## src/rtl/ahb_arbiter.sv

```systemverilog
// Fixed-priority AHB bus arbiter. A fixed-length burst freezes the grant until
// its last beat. Locked transfers keep the grant with the current owner.
module ahb_arbiter #(
  parameter int MASTER_NUMBER = 4
) (
  input  logic                     hclk,
  input  logic                     hreset,
  input  logic [MASTER_NUMBER-1:0] hbusreq,
  input  logic [MASTER_NUMBER-1:0] hlock,
  input  logic                     hready,
  input  logic [1:0]               htrans,
  input  logic [2:0]               hburst,
  output logic [MASTER_NUMBER-1:0] hgrant,
  output logic [3:0]               hmaster,
  output logic                     hmastlock
);
  localparam int                     MN        = MASTER_NUMBER;
  localparam logic [3:0]             DEF       = 4'(MN-1);
  localparam logic [MN-1:0]          RST_GRANT = {1'b1, {(MN-1){1'b0}}};
  localparam logic [1:0]             BUSY      = 2'd1;
  localparam logic [1:0]             NONSEQ    = 2'd2;
  localparam logic [1:0]             SEQ       = 2'd3;

  typedef enum logic {ARB, BURST} state_t;

  state_t        state;
  logic [3:0]    cnt;
  logic [3:0]    cur;
  logic [MN-1:0] win;
  logic          cur_locked;
  logic [3:0]    blen;
  logic          fixed_burst;

  // Binary index of the current one-hot grant.
  always_comb begin
    cur = '0;
    for (int i = 0; i < MN; i++)
      if (hgrant[i]) cur = cur | 4'(i);
  end

  // hgrant is one-hot, so masking selects exactly the grantee's request/lock.
  assign cur_locked = |(hgrant & hbusreq & hlock);

  // Lowest index requester wins unless the grantee holds a locked request.
  always_comb begin
    win = RST_GRANT;
    for (int i = MN-1; i >= 0; i--)
      if (hbusreq[i]) begin
        win    = '0;
        win[i] = 1'b1;
      end
    if (cur_locked) win = hgrant;
  end

  assign fixed_burst = |hburst[2:1];

  always_comb begin
    case (hburst)
      3'd2, 3'd3: blen = 4'd3;
      3'd4, 3'd5: blen = 4'd7;
      3'd6, 3'd7: blen = 4'd15;
      default:    blen = 4'd0;
    endcase
  end

  always_ff @(posedge hclk or posedge hreset) begin
    if (hreset) begin
      state     <= ARB;
      cnt       <= '0;
      hgrant    <= RST_GRANT;
      hmaster   <= DEF;
      hmastlock <= 1'b0;
    end else if (hready) begin
      hmaster   <= cur;
      hmastlock <= cur_locked;
      case (state)
        ARB:
          if (htrans == NONSEQ && fixed_burst) begin
            state <= BURST;
            cnt   <= blen;
          end else begin
            hgrant <= win;
          end
        BURST:
          case (htrans)
            SEQ: begin
              cnt <= cnt - 4'd1;
              // Handover on the last beat so the next owner overlaps it.
              if (cnt == 4'd1) begin
                state  <= ARB;
                hgrant <= win;
              end
            end
            BUSY: ;
            default: begin
              state  <= ARB;
              cnt    <= '0;
              hgrant <= win;
            end
          endcase
        default: state <= ARB;
      endcase
    end
  end
endmodule

```

## config.mk

```make
export PLATFORM = sky130hd
export DESIGN_NAME = ahb_arbiter
export DESIGN_NICKNAME = d
export VERILOG_FILES = /design/src/rtl/ahb_arbiter.sv
export SDC_FILE = /design/constraint.sdc
export NUM_CORES = 1
export LEC_CHECK = 0
export CAP_MARGIN = 15
export CORE_MARGIN = 2
export CORE_UTILIZATION = 39
export DETAILED_ROUTE_END_ITERATION = 16
export GPL_TIMING_DRIVEN = 0
export PLACE_DENSITY = 0.74
export SLEW_MARGIN = 20
export SYNTH_ARGS = -nofsm -noshare
export SYNTH_HDL_FRONTEND = slang
export SYNTH_SLANG_ARGS = --single-unit
```

## constraint.sdc

```tcl
create_clock -name hclk -period 1.7 [get_ports hclk]
set_clock_uncertainty 0.2 [all_clocks]
set_input_delay 0.17 -clock hclk [delete_from_list [all_inputs] [get_ports hclk]]
set_output_delay 0.17 -clock hclk [all_outputs]
set_load 0.02 [all_outputs]
```

==> results.md <==
* WL final at 1.375 mm
* Distinct cells, synth at 25
* Grt ovf at 0
* Number of global-route vias before repair at 582
* Antenna Cells at 0
* Post-Syn Area at 706.9 um^2
* Worst setup path class: flip-flop to flip-flop
* H-tree Lvls at 1
* Finished Core Util at 59.27%
* Rows at 15
* Area contributors post-synth: dfrtp_1 (32%), dfstp_2 (11%), mux2_4 (8.5%)
* M1 GR Usage at 17.40%
* FFs w/ async S/R, synth at 100.0%
* Startpoint Class: flip-flop
* Die span in y at 46.58 um
* Die X-Extent at 46.58 um
* Top achievable clock speed at 541.9 MHz
* Setup WS pre-CTS at -306.8 ps
* Synth area leader: dfrtp_1
* GRT Total Usage at 14.84%
* Area Growth Syn to Fin at 43.19%
* DRC errors left at 0
* Core ar. at 1708 um^2
* Worst endpoint required time at 1650 ps
* Synth top area share at 31.86%
* CP startpoint: cnt[1]
* Final setup margin at -145.5 ps
* Worst reg2reg startpoint: cnt[1]
* R2R depth at 6
* Initial antenna violation count at 0
* I/O pin count at 25
* Maxcap violations at 0
* Arrival @ worst endpoint at 1800 ps
* Largest net degree at the start of global routing at 13
* Met2 GRT Util at 26.11%
* Layout fillers at 152
* TritonCTS Buffers at 3
* FF-to-FF End: hgrant[2]
* Register area share after synthesis at 43.01%
* Leak at 0.4400 nW
* Syn Inst Count at 69
* EDFF count, synth at 0
* Worst Hold Class: input port to async pin
* Post-detail-place hpwl at 1.140 mm
* CTS tree: yes
* Worst path cell trace: inv_2 > ha_4 > and4bb_1 > o221ai_2 > nor3_4 > mux2_4
* Worst Setup End Kind: flip-flop
* FF+latch area at 305.3 um^2
* Share of cells above drive strength 1 at 23.71%
* Die area at 2169 um^2
* Warnings, synthesis at 0
* Post-route clock period utilization at 108.6%
* Area occupied by multi-input gates at 395.4 um^2
* Register-to-register setup slack at -150 ps
* Ys flop type: dfrtp_1
* Final hold violation count at 9
* Max Slew Vio Count at 0
* Routed vias at 613
* Final net count at 116
* Unrepaired setup endpoints after global routing: true
* Min Tclk post-route at 1846 ps
* IO Port Bufs at 21
* CP max-delay cell: dfrtp_1
* Reg clk slew, reported paths at 70 ps
* Number of vias per cell at 5.025
* Setup Viol. Count Final at 4
* Failing checks: hold timing, setup timing
* PwrDens at 1034 nW/um^2
* TritonRoute pass-1 iters at 4
* Antenna viol nets, final at 0
* GP Congestion at 0.7260
* Hold WS at -4.789 ps
* Initial Util at 41.39%
* Status: complete, but fails checks
* CTS root buf: clkbuf_4
* First-pass GRT wire length at 2.235 mm
* Avg Synthesized Cell Area at 10.25 um^2
* DR WL/cell at 11.27 um
* CP max stage delay at 390 ps
* Global-route met3 utilization at 2.353%
* CTS Hold Bufs at 0
* VDD IR max at 552.2 uV
* Sink Count at 12
* Crit path max fanout at 4
* GR peak layer: met2
* Clock Path Buffers at 2
* Synth Register Bits at 12
* Skew-Pair Late Insertion Delay at 260 ps
* DRT iter0 DRCs at 8
## flip-flops by register name, indices dropped and copies added (netlist names)
signal     count
hmastlock      1
state          1
hgrant         4
hmaster        2
cnt            4
## worst max-delay path by stage
| stage | end | slack [ps] | cells after the start |
|---|---|---|---|
| global route | hgrant[2] | -230 | 6 |
| detailed placement | hgrant[2] | -310 | 5 |
| global placement | hgrant[1] | -280 | 5 |
| finish | hgrant[2] | -150 | 6 |
| CTS | hgrant[2] | -170 | 6 |
| floorplan | hgrant[0] | -50 | 6 |
## synth_stat cells, types with 3 or more instances
cell type	n
a21oi_1	4
dfrtp_1	9
dfstp_2	3
inv_1	3
mux2_4	4
nand2_1	4
nand3_1	5
nor2_1	8
nor3b_1	3
o2bb2ai_1	3
## cell families (layout without fill, tap and decap cells)
logic type,after synthesis,in the layout,share of synthesized area [%]
other,1,2,0.5305
adder cells (fa/ha/maj),2,2,3.539
flip-flops,12,12,43.01
AND/OR/NAND/NOR,28,28,22.12
AO/OA/AOI/OAI,14,14,14.87
multiplexers,6,6,11.68
buffers and inverters,6,33,4.247
## layout by cell type, fill, tap and decap left out, drive strengths merged
cell / instances
dfrtp: 9
o211ai: 2
clkdlybuf4s50: 17
nor3: 3
buf: 4
o21ai: 2
and4bb: 1
inv: 3
a21oi: 4
clkbuf: 5
dfstp: 3
nor3b: 3
dlygate4sd2: 3
nand3: 5
ha: 2
o221ai: 1
nand2b: 2
conb: 2
dlymetal6s2s: 1
nand2: 4
nor2b: 2
o21bai: 1
mux2: 6
nor2: 8
o2bb2ai: 3
o21a: 1
## cell type report
cell class | instances | area share, %
Multi-Input combinational cell | 52 | 39.06
Sequential cell | 12 | 30.16
Timing Repair Buffer | 23 | 22.13
Tap cell | 25 | 3.090
Clock buffer | 4 | 2.596
Buffer | 3 | 1.854
Inverter | 3 | 1.112
## stage by stage
| step | std cells | area (um^2) | power (mW) | setup TNS (ps) |
|---|---|---|---|---|
| 6_report | 122 | 1012 | 1.047 | -524.0 |
| 3_3_place_gp | 116 | 952.2 | 0.8305 | -1438 |
| 2_1_floorplan | 70 | 710.7 | 0.6774 | -153.3 |
| 5_1_grt | 122 | 1012 | 1.116 | -884.2 |
| 4_1_cts | 122 | 1003 | 1.054 | -590.4 |
| 3_5_place_dp | 116 | 952.2 | 0.8472 | -1556 |
## per-layer routing
layer / up-vias / share of wire, %
met3: 4 / 6.0
met2: 26 / 49
met1: 284 / 44
met5: - / 0
li1: 299 / -
met4: 0 / 1.5
## what timing repair did
action | 4_1_cts | 5_1_grt
pin swaps | 0 | 0
endpoints found under the hold margin | 0 | 0
setup buffers | 2 | 0
setup endpoints to repair | 7 | 7
cloned | 0 | 0
resized for setup | 7 | 2
## worst max-delay path, delay by kind of cell (launching register included)
| family | cells | cell delay, ps |
|---|---|---|
| simple gates | 2 | 480 |
| flops | 1 | 390 |
| mux | 1 | 330 |
| compound gates | 1 | 140 |
| fa+ha+maj | 1 | 120 |
| buf+inv | 1 | 80 |
## where the power goes
| group | switching, mW | internal (mW) | total (mW) |
|---|---|---|---|
| registers | 0.0694 | 0.371 | 0.440 |
| clock network | 0.0855 | 0.0906 | 0.176 |
| logic | 0.196 | 0.235 | 0.431 |
| total | 0.350 | 0.696 | 1.05 |
(Power assumes the default switching activity.)
